**src/rtl/csr_uart_fifo.sv**
```systemverilog
// csr_uart_fifo
//   Buffered UART behind one CSR address. It replaces the simulation-only
//   character sink with real serial hardware. TX and RX bytes go through
//   small circular FIFOs. Read data is OR-merged onto the shared CSR bus,
//   so rdata is zero whenever valid is low.
//
//   Build option: define CSR_UART_RX_EN to build the receive path.
//   Without it, rx is ignored and the RX status reads as permanently empty.
//
//   Ports:
//     clk            system clock
//     rstn           synchronous active-low reset
//     read, addr     CSR read strobe and address (cycle N)
//     modify, wdata  CSR modify code and write data (cycle N+1); code 1 = write
//     rdata, valid   read data and claim (cycle N+1)
//     rx             asynchronous serial input, idle high
//     tx             serial output, idle high
//     AVOID_WARNING  tied 0
//
//   Read word: [7:0] RX head byte, [8] RX empty, [9] TX full,
//              [10] RX overflow (sticky), [11] RX framing error (sticky)
module csr_uart_fifo #(
  parameter logic [11:0] BASE_ADDR = 12'hBC0,
  parameter int unsigned BAUD_DIV  = 868,
  parameter int unsigned TX_LOG2   = 2,
  parameter int unsigned RX_LOG2   = 2
) (
  input  logic        clk,
  input  logic        rstn,
  input  logic        read,
  input  logic [2:0]  modify,
  input  logic [31:0] wdata,
  input  logic [11:0] addr,
  output logic [31:0] rdata,
  output logic        valid,
  input  logic        rx,
  output logic        tx,
  output logic        AVOID_WARNING
);

  localparam int unsigned TX_DEPTH = 1 << TX_LOG2;
  localparam logic [15:0] BAUD_M1  = 16'(BAUD_DIV - 1);

  // ---------------- CSR access ----------------
  logic hit_q;
  logic wr_en;

  always_ff @(posedge clk) begin
    if (!rstn) hit_q <= 1'b0;
    else       hit_q <= read && (addr == BASE_ADDR);
  end

  assign valid = hit_q;
  assign wr_en = hit_q && (modify == 3'd1);

  // ---------------- TX FIFO ----------------
  logic [7:0]       tx_mem_q [TX_DEPTH];
  logic [TX_LOG2:0] tx_wptr_q, tx_wptr_d;
  logic [TX_LOG2:0] tx_rptr_q, tx_rptr_d;
  logic             tx_full, tx_empty, tx_push, tx_pop;
  logic [7:0]       tx_head;

  assign tx_empty = (tx_wptr_q == tx_rptr_q);
  assign tx_full  = (tx_wptr_q[TX_LOG2-1:0] == tx_rptr_q[TX_LOG2-1:0]) &&
                    (tx_wptr_q[TX_LOG2] != tx_rptr_q[TX_LOG2]);
  // Full is judged at the start of the cycle, so a same-cycle pop does not rescue the byte.
  assign tx_push  = wr_en && !tx_full;
  assign tx_head  = tx_mem_q[tx_rptr_q[TX_LOG2-1:0]];

  assign tx_wptr_d = tx_wptr_q + {{TX_LOG2{1'b0}}, tx_push};
  assign tx_rptr_d = tx_rptr_q + {{TX_LOG2{1'b0}}, tx_pop};

  always_ff @(posedge clk) begin
    if (tx_push) tx_mem_q[tx_wptr_q[TX_LOG2-1:0]] <= wdata[7:0];
  end

  always_ff @(posedge clk) begin
    if (!rstn) begin
      tx_wptr_q <= '0;
      tx_rptr_q <= '0;
    end else begin
      tx_wptr_q <= tx_wptr_d;
      tx_rptr_q <= tx_rptr_d;
    end
  end

  // ---------------- TX FSM ----------------
  typedef enum logic [1:0] {TX_IDLE, TX_START, TX_DATA, TX_STOP} tx_state_e;

  tx_state_e   tx_state_q;
  logic [15:0] tx_cnt_q;
  logic [2:0]  tx_bit_q;
  logic [7:0]  tx_shift_q;
  logic        tx_q;

  // The head byte is popped on entry to START, from IDLE or straight out of STOP.
  assign tx_pop = !tx_empty &&
                  ((tx_state_q == TX_IDLE) ||
                   ((tx_state_q == TX_STOP) && (tx_cnt_q == 16'd0)));

  always_ff @(posedge clk) begin
    if (!rstn) begin
      tx_state_q <= TX_IDLE;
      tx_cnt_q   <= 16'd0;
      tx_bit_q   <= 3'd0;
      tx_shift_q <= 8'd0;
      tx_q       <= 1'b1;
    end else begin
      case (tx_state_q)
        TX_IDLE: begin
          if (tx_pop) begin
            tx_state_q <= TX_START;
            tx_cnt_q   <= BAUD_M1;
            tx_shift_q <= tx_head;
            tx_q       <= 1'b0;
          end
        end
        TX_START: begin
          if (tx_cnt_q == 16'd0) begin
            tx_state_q <= TX_DATA;
            tx_cnt_q   <= BAUD_M1;
            tx_bit_q   <= 3'd0;
            tx_q       <= tx_shift_q[0];
          end else begin
            tx_cnt_q <= tx_cnt_q - 16'd1;
          end
        end
        TX_DATA: begin
          if (tx_cnt_q == 16'd0) begin
            tx_cnt_q <= BAUD_M1;
            if (tx_bit_q == 3'd7) begin
              tx_state_q <= TX_STOP;
              tx_q       <= 1'b1;
            end else begin
              tx_bit_q   <= tx_bit_q + 3'd1;
              tx_shift_q <= {1'b0, tx_shift_q[7:1]};
              tx_q       <= tx_shift_q[1];
            end
          end else begin
            tx_cnt_q <= tx_cnt_q - 16'd1;
          end
        end
        TX_STOP: begin
          if (tx_cnt_q == 16'd0) begin
            if (tx_pop) begin
              tx_state_q <= TX_START;
              tx_cnt_q   <= BAUD_M1;
              tx_shift_q <= tx_head;
              tx_q       <= 1'b0;
            end else begin
              tx_state_q <= TX_IDLE;
            end
          end else begin
            tx_cnt_q <= tx_cnt_q - 16'd1;
          end
        end
        default: begin
          tx_state_q <= TX_IDLE;
          tx_q       <= 1'b1;
        end
      endcase
    end
  end

  assign tx            = tx_q;
  assign AVOID_WARNING = 1'b0;

  // ---------------- RX path ----------------
  logic [31:0] status;

`ifdef CSR_UART_RX_EN
  localparam int unsigned RX_DEPTH = 1 << RX_LOG2;
  localparam logic [15:0] HALF_M1  = 16'(BAUD_DIV / 2 - 1);

  typedef enum logic [1:0] {RX_IDLE, RX_START, RX_DATA, RX_STOP} rx_state_e;

  logic             rx_s1_q, rx_s2_q, rx_prev_q;
  rx_state_e        rx_state_q;
  logic [15:0]      rx_cnt_q;
  logic [2:0]       rx_bit_q;
  logic [7:0]       rx_shift_q;
  logic [7:0]       rx_mem_q [RX_DEPTH];
  logic [RX_LOG2:0] rx_wptr_q, rx_wptr_d;
  logic [RX_LOG2:0] rx_rptr_q, rx_rptr_d;
  logic             rx_full, rx_empty, rx_push, rx_pop;
  logic             rx_stop_smp, ovf_set, ferr_set;
  logic             ovf_q, ferr_q;
  logic [7:0]       rx_head;
  logic             unused_rx_bits;

  assign rx_empty    = (rx_wptr_q == rx_rptr_q);
  assign rx_full     = (rx_wptr_q[RX_LOG2-1:0] == rx_rptr_q[RX_LOG2-1:0]) &&
                       (rx_wptr_q[RX_LOG2] != rx_rptr_q[RX_LOG2]);
  assign rx_head     = rx_mem_q[rx_rptr_q[RX_LOG2-1:0]];
  assign rx_stop_smp = (rx_state_q == RX_STOP) && (rx_cnt_q == 16'd0);
  assign rx_push     = rx_stop_smp && rx_s2_q && !rx_full;
  assign ovf_set     = rx_stop_smp && rx_s2_q && rx_full;
  assign ferr_set    = rx_stop_smp && !rx_s2_q;
  assign rx_pop      = hit_q && !rx_empty;

  assign rx_wptr_d = rx_wptr_q + {{RX_LOG2{1'b0}}, rx_push};
  assign rx_rptr_d = rx_rptr_q + {{RX_LOG2{1'b0}}, rx_pop};

  always_ff @(posedge clk) begin
    if (rx_push) rx_mem_q[rx_wptr_q[RX_LOG2-1:0]] <= rx_shift_q;
  end

  always_ff @(posedge clk) begin
    if (!rstn) begin
      rx_s1_q   <= 1'b1;
      rx_s2_q   <= 1'b1;
      rx_prev_q <= 1'b1;
      rx_wptr_q <= '0;
      rx_rptr_q <= '0;
      ovf_q     <= 1'b0;
      ferr_q    <= 1'b0;
    end else begin
      rx_s1_q   <= rx;
      rx_s2_q   <= rx_s1_q;
      rx_prev_q <= rx_s2_q;
      rx_wptr_q <= rx_wptr_d;
      rx_rptr_q <= rx_rptr_d;
      // A hit read clears the sticky bits; a new error in the same cycle wins.
      ovf_q     <= ovf_set  | (ovf_q  & ~hit_q);
      ferr_q    <= ferr_set | (ferr_q & ~hit_q);
    end
  end

  // Re-arming needs a falling edge, so after a framing error the line must
  // return high before the next frame is accepted.
  always_ff @(posedge clk) begin
    if (!rstn) begin
      rx_state_q <= RX_IDLE;
      rx_cnt_q   <= 16'd0;
      rx_bit_q   <= 3'd0;
      rx_shift_q <= 8'd0;
    end else begin
      case (rx_state_q)
        RX_IDLE: begin
          if (rx_prev_q && !rx_s2_q) begin
            rx_state_q <= RX_START;
            rx_cnt_q   <= HALF_M1;
          end
        end
        RX_START: begin
          if (rx_cnt_q == 16'd0) begin
            if (rx_s2_q) begin
              rx_state_q <= RX_IDLE;
            end else begin
              rx_state_q <= RX_DATA;
              rx_cnt_q   <= BAUD_M1;
              rx_bit_q   <= 3'd0;
            end
          end else begin
            rx_cnt_q <= rx_cnt_q - 16'd1;
          end
        end
        RX_DATA: begin
          if (rx_cnt_q == 16'd0) begin
            rx_shift_q <= {rx_s2_q, rx_shift_q[7:1]};
            rx_cnt_q   <= BAUD_M1;
            if (rx_bit_q == 3'd7) rx_state_q <= RX_STOP;
            else                  rx_bit_q   <= rx_bit_q + 3'd1;
          end else begin
            rx_cnt_q <= rx_cnt_q - 16'd1;
          end
        end
        RX_STOP: begin
          if (rx_cnt_q == 16'd0) rx_state_q <= RX_IDLE;
          else                   rx_cnt_q   <= rx_cnt_q - 16'd1;
        end
        default: rx_state_q <= RX_IDLE;
      endcase
    end
  end

  assign unused_rx_bits = ^{wdata[31:8]};
  assign status = {20'd0, ferr_q, ovf_q, tx_full, rx_empty,
                   (rx_empty ? 8'd0 : rx_head)};
`else
  logic unused_rx_bits;

  assign unused_rx_bits = ^{wdata[31:8], rx, RX_LOG2[0]};
  assign status = {20'd0, 1'b0, 1'b0, tx_full, 1'b1, 8'd0};
`endif

  assign rdata = hit_q ? status : 32'd0;

endmodule
```
**config.mk**
```make
export PLATFORM = sky130hd
export DESIGN_NAME = csr_uart_fifo
export DESIGN_NICKNAME = d
export VERILOG_FILES = /design/src/rtl/csr_uart_fifo.sv
export SDC_FILE = /design/constraint.sdc
export NUM_CORES = 1
export LEC_CHECK = 0
export CAP_MARGIN = 20
export CORE_UTILIZATION = 50
export CTS_CLUSTER_SIZE = 24
export DETAILED_ROUTE_END_ITERATION = 10
export PLACE_DENSITY = 0.85
export RECOVER_POWER = 100
export SETUP_SLACK_MARGIN = 0.2
export SLEW_MARGIN = 20
export SYNTH_ARGS = -nofsm -noshare
export SYNTH_HDL_FRONTEND = slang
export SYNTH_SLANG_ARGS = --single-unit
```
**constraint.sdc**
```tcl
create_clock -name clk -period 2.9 [get_ports clk]
set_input_delay 0.725 -clock clk [delete_from_list [all_inputs] [get_ports clk]]
set_output_delay 0.725 -clock clk [all_outputs]
set_load 0.01 [all_outputs]
```
==> metrics, run 1 <==
clk root buf=clkbuf_8; Pwr Total=3.081 mW; vias in the first global route=2438; largest net degree at the start of global routing=23; top_reg_cell synth=dfxtp_1; post-DP HPWL=5030 µm; leakage dissipation=1.643 nW; Max-Cap Viols=0; R2R setup slack=0.43 ns; layout cells sized above 1=12.86%; number of remaining DRC errors=0; cts hold-fix bufs=0; commonest non-fill, non-tap cell in the layout=dfxtp_1; antenna fix cells=0; most frequent cells in the layout=36 x dfxtp_1, 32 x edfxtp_1, 31 x conb_1, 29 x nand2_1, 20 x nor2_1; Worst Path Arrival=2.68 ns; Peak VDD IR=0.5436 mV; slew at the pin closest to its max-slew limit=0.8235 ns; clock skew=0.01190 ns; Yosys reg bits=69; number of DRC markers in iteration 0=174; I/O pin total=86; WP data required=2.90 ns; count of final setup violators=0; hold depth=2; CP startpoint=modify[1]; FILL cells=530; fin crit share=92.60%; grt ovf=0; min-delay worst type=flip-flop to flip-flop; Final min period=2.685 ns; library cells used by synthesis=61; Critical Path Stages=6; antenna-violating nets left=0; PwrDens=749.6 nW/µm²; worst path buffer plus inverter count=2; Syn Area/Cell=10.85 µm²; Via density=5.465; initial core utilization=52.79%; normalized max-slew margin=43.68%; TritonCTS clock tree=yes; crit-path max FO=8; Max stage delay on crit path=0.53 ns; sequential-to-total area share from yosys stat=46.42%; antenna violations before repair=0; fmax=372.4 MHz; status=complete, no violations; Post-synth EDFFs=32; row cnt=30; Synthesis Warnings=0; total track usage=19.69%; final hold violation count=0; Die ar.=7678 µm²; clock latency on the worst-skew pair=0.35 ns; setup TNS after final layout=0 ns; first-pass iteration count of the detailed router=4; Setup Fix Bufs, Post-CTS=0; fin. max-slew vios=0; r2r startpoint=tx_cnt_q[0]; core area=6944 µm²; Bufs on Longest Clock Path=2; Worst Setup EP=tx_mem_q[2][7]; delay-heaviest family, CP=buffers and inverters; die width=87.63 µm; Sequential Area=1703 µm²; GPL Wtd Cong=0.7920; count of input and output buffers=29; Worst setup EP type=flip-flop; Die Ht=87.63 µm; clock sinks=69; Startpoint Class=input pin; H-tree depth=3; RSZ-0062 raised after global routing=false; Routed WL per cell=14.42 µm; CP Class=input pin to flip-flop; Crit-path slowest cell=dlygate4sd3_1; cell count after synthesis=338; worst path cell trace=dlygate4sd3_1 -> or4bb_1 -> a21oi_1 -> nand2_1 -> nor2_1 -> clkbuf_1; reg2reg path depth=10; area grow syn2layout=12.12%; TritonCTS Buffers=9; NumNets Final=440; area occupied by multi-input gates=1719 µm²; first-pass GRT wire length=11300 µm; Worst-path clk slew=0.08 ns; fraction of registers with async set or reset after synthesis=0%; Post-Route WL=6877 µm; DR vias=2607; RR Endpoint=tx_rptr_q[1]; mapped cell area=3666 µm²
report_power, final:
group	switching (mW)	internal [mW]	leakage, nW
clock network	0.401	0.320	0.0870
registers	0.0938	1.09	0.587
logic	0.693	0.482	0.969
total	1.19	1.89	1.64
metal layers:
metal	track usage, %	wire length (µm)	vias up
met2	32.10	3337	113
met5	0	0	-
met3	4.901	404	21
met1	24.03	2933	1216
li1	-	-	1257
met4	10.88	202	0
metrics by stage:
step                area, µm²  hold WS, ns  cells  setup WS [ns]  utilization, %
floorplan                3779       0.4345    368         0.3605               -
global placement         3944       0.4437    461         0.2164           56.79
detailed placement       3944       0.4569    461        0.07655           56.79
CTS                      4123       0.4681    477         0.2458           59.37
global route             4110       0.4797    477         0.1121           59.19
finish                   4110       0.4669    477         0.2147           59.19
registers in the layout, summed over array words and instances, names as in the netlist:
name and flops:
tx_mem_q 32, tx_cnt_q 16, tx_shift_q 8, tx_bit_q 3, tx_rptr_q 3, tx_wptr_q 3
tx_state_q 2, tx 1, valid 1
how the worst min path moves through the flow:
stage,from,end,slack (ns)
after floorplan,tx_shift_q[2],tx_shift_q[2],0.43
final,tx_shift_q[2],tx_shift_q[2],0.47
after detailed placement,tx_shift_q[0],tx_shift_q[0],0.46
after CTS,tx_shift_q[0],tx_shift_q[0],0.47
after global placement,tx_shift_q[6],tx_shift_q[6],0.44
after global routing,tx_shift_q[6],tx_shift_q[6],0.48
cells by family (layout without fill, tap and decap cells):
kind of cell    count (synthesis)  after routing  synth area share, %
compound gates                 54             54                9.864
xor+xnor                        6              6                1.434
fa+ha+maj                      13             13                4.437
buf+inv                        53             66                9.966
flops                          69             69                46.42
mux                            25             25                9.795
other cells                     1             31               0.1023
simple gates                  117            117                17.99
synthesized netlist by cell type (2+ instances only):
master / number / share of area (%)
o21a_1: 2 / 0.41
nand2_1: 29 / 3.0
nor4_1: 4 / 0.68
mux4_2: 8 / 4.9
mux2i_1: 10 / 2.7
buf_6: 4 / 1.2
o31a_1: 2 / 0.48
xnor2_1: 3 / 0.72
inv_1: 10 / 1.0
a21oi_1: 12 / 1.6
and2_1: 6 / 1.0
ha_1: 13 / 4.4
nor3b_1: 2 / 0.41
nor2_1: 20 / 2.0
and3_1: 4 / 0.68
dfxtp_1: 37 / 20
or3_2: 2 / 0.41
nor3_2: 2 / 0.55
nand3b_1: 4 / 0.82
mux2_2: 7 / 2.2
o211a_1: 4 / 1.1
a31oi_1: 6 / 1.0
o311ai_0: 2 / 0.48
nand3_1: 17 / 2.3
nand4b_1: 2 / 0.48
clkbuf_1: 3 / 0.31
nand2b_1: 4 / 0.68
nor3_1: 7 / 0.96
or4_1: 2 / 0.41
o211ai_1: 2 / 0.41
a211oi_1: 2 / 0.41
xor2_1: 3 / 0.72
o21ai_0: 12 / 1.6
edfxtp_1: 32 / 26
buf_4: 33 / 6.8
timing repair:
| item | CTS | global route |
|---|---|---|
| endpoints found under the hold margin | 0 | 0 |
| setup endpoints to repair | 0 | 1 |
| resized for setup | 0 | 4 |
worst reg2reg max path: stages, from the launching register on:
cell      delay [ns]
dfxtp_1         0.36
inv_1           0.10
ha_1            0.18
nor4b_1         0.25
clkbuf_1        0.33
a21oi_1         0.12
a211o_1         0.40
inv_1           0.10
ha_1            0.15
ha_1            0.22
and2_0          0.16
cell type report:
cell class / instances / area share [%]
clock buffers: 9 / 3.014
clock inverters: 7 / 1.339
inverters: 10 / 0.9132
multi-input cells: 246 / 41.83
flip-flops and latches: 69 / 41.43
well taps: 96 / 2.922
repair buffers: 40 / 8.554
Note: power is estimated with default switching activity, not from simulation.
==> run 2, diff against run 1 <==
- PLACE_DENSITY: 0.85 -> 0.89
==> metrics, run 2 (synthesized netlist as in run 1, its figures left out) <==
core area=6944 µm² (unchanged); slew at the pin closest to its max-slew limit=0.8975 ns (+0.07395 ns); Via density=5.435 (-0.55%); RSZ-0062 raised after global routing=false; number of remaining DRC errors=0 (unchanged); setup TNS after final layout=0 ns (unchanged); max FFs per register=32 (unchanged); Non-Filler Instances=480 (+0.63%); die width=87.63 µm (unchanged); Worst Path Arrival=2.69 ns (about the same); NumNets Final=443 (+0.68%); first-pass GRT wire length=11990 µm (+6.2%); final hold violation count=0 (unchanged); most frequent cells in the layout=37 x dfxtp_1, 32 x edfxtp_1, 31 x conb_1, 29 x nand2_1, 20 x nor2_1; PwrDens=790.1 nW/µm² (+5.4%); Final min period=2.692 ns (+0.006488 ns); I/O pin total=86 (unchanged); commonest non-fill, non-tap cell in the layout=dfxtp_1; Peak VDD IR=0.4419 mV (-19%); Die ar.=7678 µm² (unchanged); clock skew=0.008347 ns (-0.003549 ns); Bufs on Longest Clock Path=2 (unchanged); fin. max-slew vios=0 (unchanged); first-pass iteration count of the detailed router=5 (+1); status=complete, no violations; TritonCTS Buffers=9 (unchanged); area post-placement=3966 µm² (+0.57%); min-delay worst type=flip-flop to flip-flop; total track usage=21.00% (+1.3 points); row cnt=30 (unchanged); clock sinks=69 (unchanged); Pwr Total=3.283 mW (+6.6%); leakage dissipation=1.664 nW (+1.3%); vias in the first global route=2598 (+6.6%); Setup Fix Bufs, Post-CTS=0 (unchanged); clock latency on the worst-skew pair=0.36 ns (about the same); Max-Cap Viols=0 (unchanged); number of DRC markers in iteration 0=213 (+22%); cts hold-fix bufs=0 (unchanged); Post-Route WL=7199 µm (+4.7%); antenna-violating nets left=0 (unchanged); normalized max-slew margin=40.17% (-3.5 points); DR vias=2609 (+0.077%); layout cells sized above 1=12.50% (-0.36 points); clk root buf=clkbuf_8; post-DP HPWL=5156 µm (+2.5%); post-route cell area=4155 µm² (+1.1%); worst path cell trace=dlygate4sd3_1 -> or4bb_1 -> a21oi_1 -> and3b_1 -> clkbuf_1; Max stage delay on crit path=0.56 ns (+0.03 ns); initial core utilization=52.79% (unchanged); CP Class=input pin to flip-flop; fmax=371.5 MHz (-0.24%); Post-Place Setup Slack=0.1961 ns (+0.1195 ns); Routed WL per cell=15.00 µm (+4.0%); delay-heaviest family, CP=buffers and inverters; antenna violations before repair=0 (unchanged); H-tree depth=3 (unchanged); count of input and output buffers=29 (unchanged); Die Ht=87.63 µm (unchanged); fin crit share=92.82% (+0.22 points); PostCTS Resize Cnt=0 (unchanged); area grow syn2layout=13.34%; Worst setup EP type=flip-flop; Crit-path slowest cell=dlygate4sd3_1; GPL Wtd Cong=0.7866 (-0.68%); DP Cell Count=464 (+0.65%); largest net degree at the start of global routing=24 (+4.3%); antenna fix cells=0 (unchanged); TritonCTS clock tree=yes; worst path buffer plus inverter count=2 (unchanged); Startpoint Class=input pin; Worst-path clk slew=0.08 ns (about the same); crit-path max FO=8 (unchanged); count of final setup violators=0 (unchanged); worst setup margin=0.2082 ns (-0.006488 ns); WP data required=2.89 ns (about the same); grt ovf=0 (unchanged)
## run 2: cell count changes in the layout (fill, tap and decap cells not counted), sizes merged
cell / previous run / this run
clkbuf: 15 / 17
buf: 5 / 6
clkdlybuf4s50: 16 / 17
clkinv: 1 / 0
inv: 14 / 11
bufinv: 0 / 2
dlygate4sd3: 13 / 12
clkinvlp: 2 / 4
## run 2: worst register-to-register path, delay by kind of cell, from the launching register on
family	cells	cell delay, ns
DFF	1	0.36
AOI/OAI and AO/OA	1	0.38
muxes	1	0.18
and+or+nand+nor	3	1.50
## run 2: report_power, final
part / internal, mW / total (mW) / switching (mW)
combinational: 0.496 / 1.21 / 0.714
clock: 0.486 / 0.887 / 0.401
sequential: 1.09 / 1.19 / 0.0954
## run 2: final timing paths
path | startpoint | end | slack (ns) | cells after the start
setup / recovery | modify[2] | tx_mem_q[1][7] | 0.21 | 5
hold / removal | tx_shift_q[4] | tx_shift_q[4] | 0.47 | 2
setup reg to reg | tx_cnt_q[6] | tx_shift_q[1] | 0.36 | 5
hold reg to reg | tx_shift_q[4] | tx_shift_q[4] | 0.47 | 2
## run 2: through the flow
stage / hold WS, ns / utilization (%)
after CTS: 0.4715 / 60.32
after floorplan: 0.4345 / -
final: 0.4671 / 59.84
after global placement: 0.4440 / 57.12
after detailed placement: 0.4600 / 57.12
after global routing: 0.4952 / 59.84
## run 2: metal layers
metal / track usage [%] / up-vias / part of all wire (%)
met2: 35.87 / 78 / 53
li1: - / 1265 / -
met5: 0 / - / 0
met4: 9.240 / 0 / 2.0
met3: 6.880 / 17 / 4.7
met1: 24.12 / 1249 / 41
## run 2: final cells by class
class	count	area (µm²)
multi-input combinational	246	1707
tap	96	120.1
clock inverter	7	98.84
clock buffer	9	123.9
fill	551	2789
inverter	10	37.54
timing repair buffer	43	366.6
sequential	69	1702
==> run 3, diff against run 2 <==
- GPL_TIMING_DRIVEN: default -> 0
- PLACE_DENSITY: 0.89 -> 0.85
==> metrics, run 3 (synthesized netlist as in run 1, its figures left out) <==
status=complete, no violations; worst path buffer plus inverter count=2 (unchanged); clock skew=0.009631 ns (+0.001284 ns); number of DRC markers in iteration 0=316 (+48%); Crit-path slowest cell=clkdlybuf4s50_1; met1 Use GR=25.70% (+1.6 points); PwrDens=725.0 nW/µm² (-8.2%); global routing usage on met2=35.30% (-0.57 points); TritonCTS clock tree=yes; fin crit share=92.28% (-0.54 points); area post-placement=4194 µm² (+5.7%); Die Ht=87.63 µm (unchanged); min-delay worst type=flip-flop to flip-flop; crit-path max FO=9 (+1); clock sinks=69 (unchanged); Max stage delay on crit path=0.54 ns (-0.02 ns); reg2reg path depth=7 (+2); I/O pin total=86 (unchanged); die width=87.63 µm (unchanged); largest net degree at the start of global routing=16 (-33%); post-DP HPWL=5434 µm (+5.4%); total track usage=21.21% (+0.22 points); leakage dissipation=1.836 nW (+10%); Setup Fix Bufs, Post-CTS=0 (unchanged); commonest non-fill, non-tap cell in the layout=dfxtp_1; row cnt=30 (unchanged); NumNets Final=472 (+6.5%); Non-Filler Instances=509 (+6.0%); CP startpoint=tx_rptr_q[1]; core area=6944 µm² (unchanged); first-pass GRT wire length=12250 µm (+2.1%); Worst-path clk slew=0.08 ns (about the same); layout cells sized above 1=20.10% (+7.6 points); worst setup margin=0.2239 ns (+0.01568 ns); antenna-violating nets left=0 (unchanged); Max-Cap Viols=0 (unchanged); Startpoint Class=flip-flop; Critical Path Stages=5 (unchanged); grt ovf=0 (unchanged); Worst Path Arrival=1.95 ns (-0.74 ns); hold_sp=tx_shift_q[0]; Top Usage Layer GRT=met2; Post-Place Setup Slack=-0.09353 ns (-0.2896 ns); most frequent cells in the layout=37 x dfxtp_1, 33 x buf_4, 32 x edfxtp_1, 31 x conb_1, 29 x nand2_1; TritonCTS Buffers=9 (unchanged); CP Class=flip-flop to output port; initial core utilization=52.79% (unchanged); Pwr Total=3.185 mW (-3.0%); first-pass iteration count of the detailed router=5 (unchanged); area grow syn2layout=19.83%; GPL Wtd Cong=0.8968 (+14%); RR Endpoint=tx_cnt_q[12]; antenna violations before repair=0 (unchanged); H-tree depth=3 (unchanged); Bufs on Longest Clock Path=2 (unchanged); Die ar.=7678 µm² (unchanged); Worst setup EP type=output port; RSZ-0062 raised after global routing=true; normalized max-slew margin=42.68% (+2.5 points); Peak VDD IR=0.4831 mV (+9.3%); r2r startpoint=tx_cnt_q[0]; clock latency on the worst-skew pair=0.36 ns (about the same); cts hold-fix bufs=0 (unchanged); number of remaining DRC errors=0 (unchanged); max FFs per register=32 (unchanged); Via density=5.481 (+0.84%); Post-Route WL=7458 µm (+3.6%); clk root buf=clkbuf_8; Worst Setup EP=rdata[9]; final hold violation count=0 (unchanged); post-route cell area=4393 µm² (+5.7%); Routed WL per cell=14.65 µm (-2.3%); antenna fix cells=0 (unchanged); WP data required=2.17 ns (-0.72 ns); count of final setup violators=0 (unchanged); Final min period=2.676 ns (-0.01568 ns); count of input and output buffers=29 (unchanged); delay-heaviest family, CP=buffers and inverters; slew at the pin closest to its max-slew limit=0.8579 ns (-0.03952 ns); DP Cell Count=493 (+6.3%); vias in the first global route=2721 (+4.7%); R2R setup slack=0.26 ns (-0.10 ns); M3 GR Usage=4.618% (-2.3 points); fin. max-slew vios=0 (unchanged); DR vias=2790 (+6.9%); worst path cell trace=clkbuf_4 -> xor2_2 -> nor2_2 -> and3_1 -> clkdlybuf4s50_1; fmax=373.7 MHz (+0.59%)
run 3: final cells by class:
class	count	area (µm²)
tap	96	120.1
sequential	69	1702
clock buffer	9	123.9
multi-input combinational	246	1733
clock inverter	7	65.06
timing repair buffer	29	290.3
inverter	10	37.54
fill	510	2551
buffer	43	321.6
run 3: worst min path at each step:
stage | endpoint | cells past startpoint
3_5_place_dp | tx_bit_q[1] | 2
4_1_cts | tx_bit_q[1] | 2
5_1_grt | tx_shift_q[0] | 2
6_report | tx_shift_q[0] | 2
2_1_floorplan | tx_shift_q[2] | 2
3_3_place_gp | tx_shift_q[2] | 2
run 3: where the power goes:
part,switching (mW),total [mW],internal [mW]
Clock,0.423,0.755,0.332
Sequential,0.0879,1.18,1.09
Combinational,0.745,1.25,0.506
run 3: repair_timing:
item	4_1_cts	5_1_grt
setup endpoints to repair	1	15
endpoints found under the hold margin	0	0
gates resized for setup	3	2
run 3: worst min-delay path: cells and delay by family (launching register included):
family | cells | cell delay, ns
flops | 1 | 0.32
mux | 1 | 0.05
simple gates | 1 | 0.05
run 3: through the flow:
step / hold WS [ns] / utilization, % / TNS, ns
6_report: 0.4675 / 63.26 / 0
5_1_grt: 0.4849 / 63.26 / 0
4_1_cts: 0.4687 / 63.37 / 0
3_5_place_dp: 0.4567 / 60.40 / -1.301
3_3_place_gp: 0.4442 / 60.32 / -3.899
2_1_floorplan: 0.4345 / - / 0
run 3: layer usage:
metal,share of wire [%],up-vias
met1,41,1285
met2,49,143
li1,-,1330
met5,0,-
met4,3.3,0
met3,7.2,32
